--- config.mk ---
export PLATFORM = sky130hd
export DESIGN_NAME = ps2_tx
export DESIGN_NICKNAME = d
export VERILOG_FILES = /design/src/rtl/ps2_tx.sv
export SDC_FILE = /design/constraint.sdc
export NUM_CORES = 1
export LEC_CHECK = 0
export CAP_MARGIN = 20
export CORE_MARGIN = 1
export CORE_UTILIZATION = 50
export CTS_CLUSTER_DIAMETER = 60
export CTS_CLUSTER_SIZE = 14
export DETAILED_ROUTE_END_ITERATION = 12
export DONT_BUFFER_PORTS = 1
export PLACE_DENSITY = 0.77
export SLEW_MARGIN = 10
export SYNTH_ARGS = -nofsm -noshare
export SYNTH_HDL_FRONTEND = slang
export SYNTH_SLANG_ARGS = --single-unit
--- constraint.sdc ---
create_clock -name clk100 -period 4.7 [get_ports clk100]
set_input_delay 1.41 -clock clk100 [delete_from_list [all_inputs] [get_ports clk100]]
set_output_delay 1.41 -clock clk100 [all_outputs]
set_load 0.05 [all_outputs]
--- src/rtl/ps2_tx.sv ---
// Host-to-device PS/2 transmitter: inhibits the bus, requests to send, then
// shifts one byte out on device clock edges and checks the device ack.
module ps2_tx #(
  parameter int INHIBIT_CYCLES = 10000,
  parameter int SETUP_CYCLES   = 16,
  parameter int TIMEOUT_CYCLES = 1500000
) (
  input  logic       clk100,
  input  logic       rst,
  input  logic       ps2_clk,
  input  logic       ps2_data,
  output logic       ps2_clk_low,
  output logic       ps2_data_low,
  input  logic [7:0] tx_data,
  input  logic       tx_start,
  output logic       tx_busy,
  output logic       tx_done,
  output logic       tx_error
);

  localparam int DLY_MAX = (INHIBIT_CYCLES > SETUP_CYCLES) ? INHIBIT_CYCLES : SETUP_CYCLES;
  localparam int DLY_W   = $clog2(DLY_MAX + 1);
  localparam int TO_W    = $clog2(TIMEOUT_CYCLES + 1);
  localparam logic [DLY_W-1:0] INHIBIT_LAST = DLY_W'(INHIBIT_CYCLES - 1);
  localparam logic [DLY_W-1:0] SETUP_LAST   = DLY_W'(SETUP_CYCLES - 1);
  localparam logic [TO_W-1:0]  TIMEOUT_LAST = TO_W'(TIMEOUT_CYCLES - 1);

  typedef enum logic [2:0] {
    S_IDLE,
    S_INHIBIT,
    S_REQ,
    S_WAIT,
    S_RELEASE
  } state_t;

  state_t           state, state_n;
  logic             clk_s1, clk_s2, data_s1, data_s2;
  logic [3:0]       clk_hist;
  logic             fall;
  logic [7:0]       shreg, shreg_n;
  logic             parity, parity_n;
  logic [3:0]       bit_cnt, bit_cnt_n;
  logic [DLY_W-1:0] dly_cnt, dly_cnt_n;
  logic [TO_W-1:0]  to_cnt, to_cnt_n;
  logic             data_bit, data_bit_n;
  logic             done_q, done_n;
  logic             error_q, error_n;

  // Lines idle high, so synchronizers and history reset to 1 to avoid a false edge.
  always_ff @(posedge clk100) begin
    if (rst) begin
      clk_s1   <= 1'b1;
      clk_s2   <= 1'b1;
      data_s1  <= 1'b1;
      data_s2  <= 1'b1;
      clk_hist <= 4'hF;
    end else begin
      clk_s1   <= ps2_clk;
      clk_s2   <= clk_s1;
      data_s1  <= ps2_data;
      data_s2  <= data_s1;
      clk_hist <= {clk_hist[2:0], clk_s2};
    end
  end

  assign fall = (clk_hist == 4'b1100);

  always_ff @(posedge clk100) begin
    if (rst) begin
      state    <= S_IDLE;
      shreg    <= '0;
      parity   <= 1'b0;
      bit_cnt  <= '0;
      dly_cnt  <= '0;
      to_cnt   <= '0;
      data_bit <= 1'b0;
      done_q   <= 1'b0;
      error_q  <= 1'b0;
    end else begin
      state    <= state_n;
      shreg    <= shreg_n;
      parity   <= parity_n;
      bit_cnt  <= bit_cnt_n;
      dly_cnt  <= dly_cnt_n;
      to_cnt   <= to_cnt_n;
      data_bit <= data_bit_n;
      done_q   <= done_n;
      error_q  <= error_n;
    end
  end

  always_comb begin
    state_n    = state;
    shreg_n    = shreg;
    parity_n   = parity;
    bit_cnt_n  = bit_cnt;
    dly_cnt_n  = dly_cnt;
    to_cnt_n   = to_cnt;
    data_bit_n = data_bit;
    done_n     = 1'b0;
    error_n    = 1'b0;
    case (state)
      S_IDLE: begin
        if (tx_start && !done_q && !error_q) begin
          shreg_n   = tx_data;
          parity_n  = ~^tx_data;
          dly_cnt_n = '0;
          state_n   = S_INHIBIT;
        end
      end
      S_INHIBIT: begin
        if (dly_cnt == INHIBIT_LAST) begin
          dly_cnt_n = '0;
          state_n   = S_REQ;
        end else begin
          dly_cnt_n = dly_cnt + 1'b1;
        end
      end
      S_REQ: begin
        if (dly_cnt == SETUP_LAST) begin
          to_cnt_n   = '0;
          bit_cnt_n  = '0;
          data_bit_n = 1'b1;
          state_n    = S_WAIT;
        end else begin
          dly_cnt_n = dly_cnt + 1'b1;
        end
      end
      // Timeout is checked first so an edge landing on the expiry cycle is dropped.
      S_WAIT, S_RELEASE: begin
        if (to_cnt == TIMEOUT_LAST) begin
          error_n = 1'b1;
          state_n = S_IDLE;
        end else begin
          to_cnt_n = to_cnt + 1'b1;
          if (state == S_RELEASE) begin
            if (clk_s2 && data_s2) begin
              done_n  = 1'b1;
              state_n = S_IDLE;
            end
          end else if (fall) begin
            bit_cnt_n = bit_cnt + 1'b1;
            if (bit_cnt < 4'd8) begin
              data_bit_n = ~shreg[0];
              shreg_n    = {1'b0, shreg[7:1]};
            end else if (bit_cnt == 4'd8) begin
              data_bit_n = ~parity;
            end else if (bit_cnt == 4'd9) begin
              data_bit_n = 1'b0;
            end else if (!data_s2) begin
              state_n = S_RELEASE;
            end else begin
              error_n = 1'b1;
              state_n = S_IDLE;
            end
          end
        end
      end
      default: state_n = S_IDLE;
    endcase
  end

  assign ps2_clk_low  = (state == S_INHIBIT) || (state == S_REQ);
  assign ps2_data_low = (state == S_REQ) || ((state == S_WAIT) && data_bit);
  assign tx_busy      = (state != S_IDLE);
  assign tx_done      = done_q;
  assign tx_error     = error_q;

endmodule

==> impl_metrics.py, run 1 <==
metrics = {
    "clock_network": {
        "clock_sinks": 62,
        "clkLatencyLatePin_ns": 0.35,
        "cts_tree": "yes",
        "clk_pin_slew_ns": 0.06,
        "cts_buffers": 9,
        "htreeDepth": 3,
        "hold_buffers": 0,
        "cts.root.buffer_cell": "clkbuf_8",
        "cts_setup_buffers": 0,
        "clockBufferDepth": 2,
        "post_cts_resized": 0,
    },
    "final_layout": {
        "nets": 390,
        "final_cell_mix": "dfxtp_1, nor2_1, xnor2_1, nand2_1, nand3_1",
        "layout_commonest_cell": "dfxtp_1",
        "drive_gt1_share_pct": 9.87,
        "n_fill_cell": 592,
        "n_antenna_cell": 0,
        "syn_to_final_growth_pct": 6.50,
        "final_util_pct": 55.2,
    },
    "timing": {
        "worst_slew_pin_slew_ns": 1.04,
        "finalCritPeriodShare_pct": 70.2,
        "fin_crit_ns": 3.30,
        "setup-tns-final_ns": 0,
        "relSlewSlack_pct": 31.0,
        "drv_slew": 0,
        "hold_viol": 0,
        "finalSetupViolations": 0,
        "timing.fmax_mhz": 303,
        "fin_skew_ns": 0.00786,
        "worst_slack_ns": 1.40,
        "rsz0062_at_grt": "false",
    },
    "status": {
        "status": "finished, final reports clean",
    },
    "power": {
        "power_leakage_nw": 1.23,
        "power_density_nw_per_um2": 371,
        "ir_worst_vdd_mv": 0.261,
    },
    "route": {
        "vias": 2723,
        "post_drt_wl_per_cell_um": 15.2,
        "ant_nets": 0,
        "firstDrtPassIters": 4,
        "detail_route.iter0.violations": 162,
        "via_per_inst": 6.02,
        "drc": 0,
        "routed_wl_um": 6890,
    },
    "synthesis": {
        "synthCells": 371,
        "synth_fp_nets": 389,
        "synthArstFlopShare_pct": 0,
        "synth_seq_area_share_pct": 37.7,
        "yosys-top-cells-area": "dfxtp_1, xnor2_1, nor2_1",
        "yosysTopAreaCell": "dfxtp_1",
        "synth.distinct_cells": 55,
        "ys_ff_latch": 62,
        "yosysWarnings": 0,
        "synthesis.area_um2": 3290,
        "synth.avg_cell_area_um2": 8.87,
        "synth_edf_count": 0,
        "synth_ff_type": "dfxtp_1",
        "synth_top_area_share_pct": 37.7,
    },
    "worst_setup_path": {
        "critPathMaxStageDelay_ns": 0.81,
        "crit_path_top_delay_cell": "a21oi_1",
        "cp_max_fo": 15,
        "required_ns": 3.29,
        "cp-start-kind": "flip-flop",
        "crit_type": "flip-flop to output pin",
        "cp_data_arrival_time_ns": 1.89,
        "endpoint_kind": "output pin",
        "path_cells": "nand2b_1 > a21oi_1",
    },
    "global_routing": {
        "antenna_found_initial": 0,
        "grt_use_total_pct": 21.1,
        "first_global_vias": 2576,
        "overflow": 0,
        "grt_pass1_wl_um": 11800,
        "grt_max_degree": 25,
    },
    "floorplanning": {
        "io_pins": 18,
        "core_area_um2": 6350,
        "die_area_um2": 6910,
        "start_util_pct": 51.8,
        "die_w_um": 83.1,
        "die_h_um": 83.1,
        "num_rows": 29,
    },
    "job": {
        "maxCapViolCount": 0,
    },
    "hold_path": {
        "hp-class": "flip-flop to flip-flop",
    },
    "placed_design": {
        "dp_slack_ns": 1.67,
        "dp_hpwl_um": 4900,
        "port_buffers": 0,
        "finalWeightedCongestion": 0.834,
    },
}
[cells by family (layout without fill, tap and decap cells)]
logic type / Yosys count / after routing / synth area share (%)
mux: 11 / 11 / 3.42
compound gates: 59 / 59 / 13.7
simple gates: 175 / 175 / 30.7
buf+inv: 23 / 27 / 3.04
flops: 62 / 62 / 37.7
xor+xnor: 36 / 36 / 9.58
fa+ha+maj: 5 / 5 / 1.90
[sequential cells by signal, indices dropped and copies added, names as in the netlist]
name / count
parity: 1
bit_cnt: 4
clk_s2: 1
state: 3
tx_error: 1
data_s2: 1
dly_cnt: 14
shreg: 8
tx_done: 1
clk_s1: 1
to_cnt: 21
data_bit: 1
clk_hist: 4
data_s1: 1
[worst max-delay path, delay by kind of cell (launching register included)]
| kind | cells | cell delay, ns |
|---|---|---|
| flops | 1 | 0.62 |
| compound gates | 1 | 0.81 |
| simple gates | 1 | 0.12 |
[area by class of cell]
cell class	count	area [µm²]	share of cell area (%)
multi-input combinational	286	1950	55.7
sequential	62	1240	35.4
clock buffer	12	145	4.14
tap	77	96.3	2.75
inverter	10	37.5	1.07
timing repair buffer	3	22.5	0.642
clock inverter	2	10.0	0.286
[layer usage]
layer / up-vias / track usage, % / wire length, µm
met5: - / 0 / 0
met2: 46 / 34.0 / 3190
li1: 1358 / - / -
met4: 0 / 6.74 / 110
met3: 11 / 6.26 / 303
met1: 1308 / 27.2 / 3290
[Yosys cell counts, drive strengths merged (11+ instances only)]
cell    instances
dfxtp          62
nor2           41
xnor2          27
nand2          19
nand3          17
nor3           15
a21oi          13
o211ai         12
or2            12
nand4          11
nor4           11
[path summary, 6_finish.rpt]
kind / depth (start not counted) / from / to / slack (ns)
worst max-delay path: 2 / state[1]$_SDFFE_PP0P_ / ps2_data_low / 1.40
worst min-delay path: 1 / clk_s1$_SDFF_PP1_ / clk_s2$_SDFF_PP1_ / 0.41
worst max register to register: 6 / to_cnt[1]$_SDFFE_PP0P_ / state[1]$_SDFFE_PP0P_ / 2.21
worst min register to register: 1 / clk_s1$_SDFF_PP1_ / clk_s2$_SDFF_PP1_ / 0.41
[report_power, final]
part           internal, mW  total (mW)  switching, mW
registers             0.568       0.617         0.0494
logic                 0.106       0.292          0.187
clock network         0.198       0.390          0.192
total                 0.872        1.30          0.428
[stage by stage]
| stage | instance area [µm²] | total power, mW | cells | hold WS (ns) |
|---|---|---|---|---|
| after floorplan | 3290 | 0.866 | 371 | 0.389 |
| after global placement | 3350 | 0.904 | 438 | 0.396 |
| after detailed placement | 3350 | 0.921 | 438 | 0.398 |
| after CTS | 3510 | 1.31 | 452 | 0.412 |
| after global routing | 3510 | 1.37 | 452 | 0.425 |
| final | 3510 | 1.30 | 452 | 0.407 |
Power figures use the tool's default switching activity.
==> run 2: changes to the inputs <==
--- a/config.mk
+++ b/config.mk
@@ -12,7 +12,7 @@
 export CTS_CLUSTER_SIZE = 14
 export DETAILED_ROUTE_END_ITERATION = 12
 export DONT_BUFFER_PORTS = 1
-export PLACE_DENSITY = 0.77
+export PLACE_DENSITY = 0.8
 export SLEW_MARGIN = 10
 export SYNTH_ARGS = -nofsm -noshare
 export SYNTH_HDL_FRONTEND = slang
==> constraint.sdc (replaced) <==
create_clock -name clk100 -period 3 [get_ports clk100]
set_input_delay 0.9 -clock clk100 [delete_from_list [all_inputs] [get_ports clk100]]
set_output_delay 0.9 -clock clk100 [all_outputs]
set_load 0.05 [all_outputs]
==> impl_metrics.py, run 2 (synthesis results as in run 1) <==
metrics = {
    "job": {
        "maxCapViolCount": 0,
    },
    "clock_network": {
        "hold_buffers": 0,
        "post_cts_resized": 0,
        "cts_tree": "yes",
        "htreeDepth": 3,
        "clk_pin_slew_ns": 0.07,
        "clock_sinks": 62,
        "clockBufferDepth": 2,
        "cts_buffers": 9,
        "cts_setup_buffers": 0,
        "cts.root.buffer_cell": "clkbuf_8",
        "clkLatencyLatePin_ns": 0.34,
    },
    "route": {
        "top_layer_used": "met4",
        "post_drt_wl_per_cell_um": 15.4,
        "detail_route.iter0.violations": 221,
        "drc": 0,
        "wl_met2_um": 3180,
        "via_per_inst": 6.09,
        "vias": 2790,
        "route.met3.wl_um": 394,
        "routed_wl_um": 7080,
        "ant_nets": 0,
        "firstDrtPassIters": 5,
        "wl_met1_um": 3340,
    },
    "timing": {
        "setup-tns-final_ns": 0,
        "finalCritPeriodShare_pct": 81.1,
        "hold_viol": 0,
        "relSlewSlack_pct": 53.8,
        "fin_skew_ns": 0.00953,
        "worst_slew_pin_slew_ns": 0.694,
        "drv_slew": 0,
        "fin_crit_ns": 2.43,
        "rsz0062_at_grt": "false",
        "timing.fmax_mhz": 411,
        "finalSetupViolations": 0,
    },
    "worst_setup_path": {
        "path_cells": "nand2b_1 > a21oi_1 > buf_4",
        "rr_startpoint": "to_cnt[0]$_SDFFE_PP0P_",
        "cp_data_arrival_time_ns": 1.53,
        "endpoint_kind": "output pin",
        "cp-start-kind": "flip-flop",
        "required_ns": 2.10,
        "critPathMaxStageDelay_ns": 0.63,
        "startpoint": "state[1]$_SDFFE_PP0P_",
        "rrSetupSlack_ns": 0.59,
        "crit_path_top_delay_cell": "dfxtp_1",
        "crit_type": "flip-flop to output pin",
        "cp_max_fo": 15,
    },
    "global_routing": {
        "grt_max_degree": 25,
        "grt_pass1_wl_um": 11800,
        "first_global_vias": 2613,
        "antenna_found_initial": 0,
        "grt_use_total_pct": 21.1,
        "overflow": 0,
    },
    "hold_path": {
        "min-delay-start": "data_s1$_SDFF_PP1_",
        "hp-class": "flip-flop to flip-flop",
    },
    "final_layout": {
        "nets": 395,
        "multi_input_area_um2": 1950,
        "syn_to_final_growth_pct": 10.1,
        "drive_gt1_share_pct": 11.5,
        "final_util_pct": 57.1,
        "final_cell_mix": "dfxtp_1, nor2_1, xnor2_1, nand2_1, nand3_1",
        "top_register": "to_cnt",
        "seq_area_um2": 1240,
        "largest_reg_flops": 21,
        "top_regs": "to_cnt (21), dly_cnt (14), shreg (8)",
        "n_fill_cell": 543,
        "layout_commonest_cell": "dfxtp_1",
        "n_antenna_cell": 0,
    },
    "status": {
        "status": "finished, final reports clean",
    },
    "floorplanning": {
        "core_area_um2": 6350,
        "die_h_um": 83.1,
        "die_w_um": 83.1,
        "num_rows": 29,
        "io_pins": 18,
        "start_util_pct": 51.8,
        "die_area_um2": 6910,
    },
    "power": {
        "power_density_nw_per_um2": 649,
        "power_leakage_nw": 1.29,
        "ir_worst_vdd_mv": 0.605,
        "total_power_mw": 2.35,
    },
    "placed_design": {
        "port_buffers": 0,
        "finalWeightedCongestion": 0.863,
        "dp_hpwl_um": 4910,
    },
}
## run 2: cell types whose count changed in the layout (fill, tap and decap cells not counted), sizes merged
cell    previous run  this run
buf                3         8
clkinv             3         2
bufinv             0         3
clkbuf            12        11
## run 2: worst paths after layout
kind | cells after the start | endpoint
hold reg to reg | 1 | data_s2$_SDFF_PP1_
hold / removal | 1 | data_s2$_SDFF_PP1_
setup reg to reg | 6 | state[1]$_SDFFE_PP0P_
setup / recovery | 3 | ps2_data_low
## run 2: worst max-delay path, delay by kind of cell (launching register included)
kind / cells / cell delay [ns]
flip-flops: 1 / 0.63
AND/OR/NAND/NOR: 1 / 0.15
buffers and inverters: 1 / 0.23
AO/OA/AOI/OAI: 1 / 0.18
## run 2: layout make-up
cell class / instances / share of cell area, %
inverter: 10 / 1.04
timing repair buffer: 8 / 1.66
sequential: 62 / 34.2
clock buffer: 11 / 3.90
clock inverter: 4 / 2.62
multi-input combinational: 286 / 53.9
tap: 77 / 2.66
## run 2: stage by stage
step           hold WS, ns  std cells  area (µm²)  worst slack (ns)
6_report             0.413        458        3620             0.568
3_3_place_gp         0.401        443        3390             0.559
5_1_grt              0.437        458        3620             0.366
2_1_floorplan        0.389        371        3290             0.602
4_1_cts              0.414        458        3620             0.576
3_5_place_dp         0.397        443        3390             0.538
## run 2: where the power goes
group          switching, mW  leakage, nW  internal (mW)
clock network          0.322        0.119          0.569
logic                  0.296        0.669          0.195
registers             0.0805        0.503          0.889
total                  0.698         1.29           1.65
## run 2: per-layer routing
layer  vias to the layer above  track usage [%]
li1                       1366                -
met1                      1322             27.8
met2                        86             32.9
met3                        16             4.37
met4                         0             10.2
met5                         -                0
==> run 3: changes to the inputs <==
--- a/config.mk
+++ b/config.mk
@@ -12,7 +12,7 @@
 export CTS_CLUSTER_SIZE = 14
 export DETAILED_ROUTE_END_ITERATION = 12
 export DONT_BUFFER_PORTS = 1
-export PLACE_DENSITY = 0.8
+export PLACE_DENSITY = 0.77
 export SLEW_MARGIN = 10
 export SYNTH_ARGS = -nofsm -noshare
 export SYNTH_HDL_FRONTEND = slang
==> constraint.sdc (replaced) <==
create_clock -name clk100 -period 2.35 [get_ports clk100]
set_input_delay 0.705 -clock clk100 [delete_from_list [all_inputs] [get_ports clk100]]
set_output_delay 0.705 -clock clk100 [all_outputs]
set_load 0.05 [all_outputs]
==> impl_metrics.py, run 3 (synthesis results as in run 1) <==
metrics = {
    "status": {
        "status": "finished, final reports clean",
    },
    "route": {
        "firstDrtPassIters": 4,
        "post_drt_wl_per_cell_um": 14.4,
        "detail_route.iter0.violations": 163,
        "ant_nets": 0,
        "vias": 2763,
        "via_per_inst": 5.87,
        "routed_wl_um": 6780,
        "drc": 0,
    },
    "clock_network": {
        "post_cts_resized": 0,
        "cts.root.buffer_cell": "clkbuf_8",
        "cts_buffers": 9,
        "clock_sinks": 62,
        "clkLatencyLatePin_ns": 0.34,
        "htreeDepth": 3,
        "hold_buffers": 0,
        "cts_tree": "yes",
        "cts_setup_buffers": 0,
        "clockBufferDepth": 2,
        "clk_pin_slew_ns": 0.07,
    },
    "global_routing": {
        "use_met3_pct": 4.77,
        "grt_use_total_pct": 20.7,
        "grt-busiest-layer": "met2",
        "use_met1_pct": 27.8,
        "first_global_vias": 2573,
        "met2_usage_pct": 31.8,
        "antenna_found_initial": 0,
        "overflow": 0,
        "grt_pass1_wl_um": 11800,
        "grt_max_degree": 25,
    },
    "timing": {
        "timing.fmax_mhz": 459,
        "fin_skew_ns": 0.00711,
        "hold_viol": 0,
        "setup-tns-final_ns": 0,
        "drv_slew": 0,
        "finalSetupViolations": 0,
        "worst_slack_ns": 0.170,
        "relSlewSlack_pct": 51.8,
        "fin_crit_ns": 2.18,
        "worst_slew_pin_slew_ns": 0.723,
        "finalCritPeriodShare_pct": 92.8,
        "rsz0062_at_grt": "false",
    },
    "final_layout": {
        "final_cell_mix": "dfxtp_1, nor2_1, xnor2_1, buf_4, nand2_1",
        "top_register": "to_cnt",
        "drive_gt1_share_pct": 14.0,
        "top_regs": "to_cnt (21), dly_cnt (14), shreg (8)",
        "nets": 408,
        "final_area_um2": 3650,
        "largest_reg_flops": 21,
        "syn_to_final_growth_pct": 11.0,
        "final_util_pct": 57.5,
        "layout_commonest_cell": "dfxtp_1",
        "n_antenna_cell": 0,
    },
    "power": {
        "power_density_nw_per_um2": 745,
        "ir_worst_vdd_mv": 0.688,
        "power_leakage_nw": 1.32,
    },
    "worst_setup_path": {
        "cp_max_fo": 8,
        "startpoint": "to_cnt[0]$_SDFFE_PP0P_",
        "rr_startpoint": "to_cnt[0]$_SDFFE_PP0P_",
        "cp-start-kind": "flip-flop",
        "cp_data_arrival_time_ns": 2.40,
        "endpoint_kind": "flip-flop",
        "required_ns": 2.57,
        "crit_type": "flip-flop to flip-flop",
    },
    "floorplanning": {
        "die_area_um2": 6910,
        "io_pins": 18,
        "die_w_um": 83.1,
        "start_util_pct": 51.8,
        "core_area_um2": 6350,
        "die_h_um": 83.1,
        "num_rows": 29,
    },
    "placed_design": {
        "dp_slack_ns": 0.0881,
        "place_area_um2": 3490,
        "port_buffers": 0,
        "dp_hpwl_um": 4880,
        "finalWeightedCongestion": 0.823,
    },
    "hold_path": {
        "hp-class": "flip-flop to flip-flop",
        "min-delay-start": "data_s1$_SDFF_PP1_",
    },
    "job": {
        "maxCapViolCount": 0,
    },
}
-- run 3: worst max-delay path, cell delays in order, from the launching register on --
cell and delay, ns:
dfxtp_1 0.32, ha_1 0.25, nor3b_1 0.15, and4_1 0.24, a21oi_1 0.60, o21a_1 0.38
o32ai_1 0.12
-- run 3: final timing paths --
kind	to	slack, ns	cells past startpoint
min	data_s2$_SDFF_PP1_	0.41	1
min reg2reg	data_s2$_SDFF_PP1_	0.41	1
max	shreg[7]$_SDFFE_PP0P_	0.17	6
max reg2reg	shreg[7]$_SDFFE_PP0P_	0.17	6
-- run 3: area by class of cell --
| class | count | area [µm²] |
|---|---|---|
| clock buffer | 14 | 163 |
| clock inverter | 1 | 5.00 |
| timing repair buffer | 21 | 158 |
| inverter | 10 | 37.5 |
| multi-input combinational | 286 | 1950 |
| sequential | 62 | 1240 |
| fill | 569 | 2700 |
| tap | 77 | 96.3 |
-- run 3: metal layers --
metal	share of wire [%]	vias up
met5	0	-
met4	2.2	0
met3	4.8	11
met2	44	60
met1	49	1303
li1	-	1389
-- run 3: where the power goes --
group / switching [mW] / internal (mW)
Clock: 0.389 / 0.434
Combinational: 0.427 / 0.282
Sequential: 0.0547 / 1.14
Total: 0.871 / 1.85
-- run 3: stage by stage --
step	total power, mW	cells	hold WS [ns]
2_1_floorplan	1.73	371	0.389
3_3_place_gp	1.90	456	0.400
3_5_place_dp	1.92	456	0.404
4_1_cts	2.74	471	0.424
5_1_grt	2.86	471	0.429
6_report	2.72	471	0.414
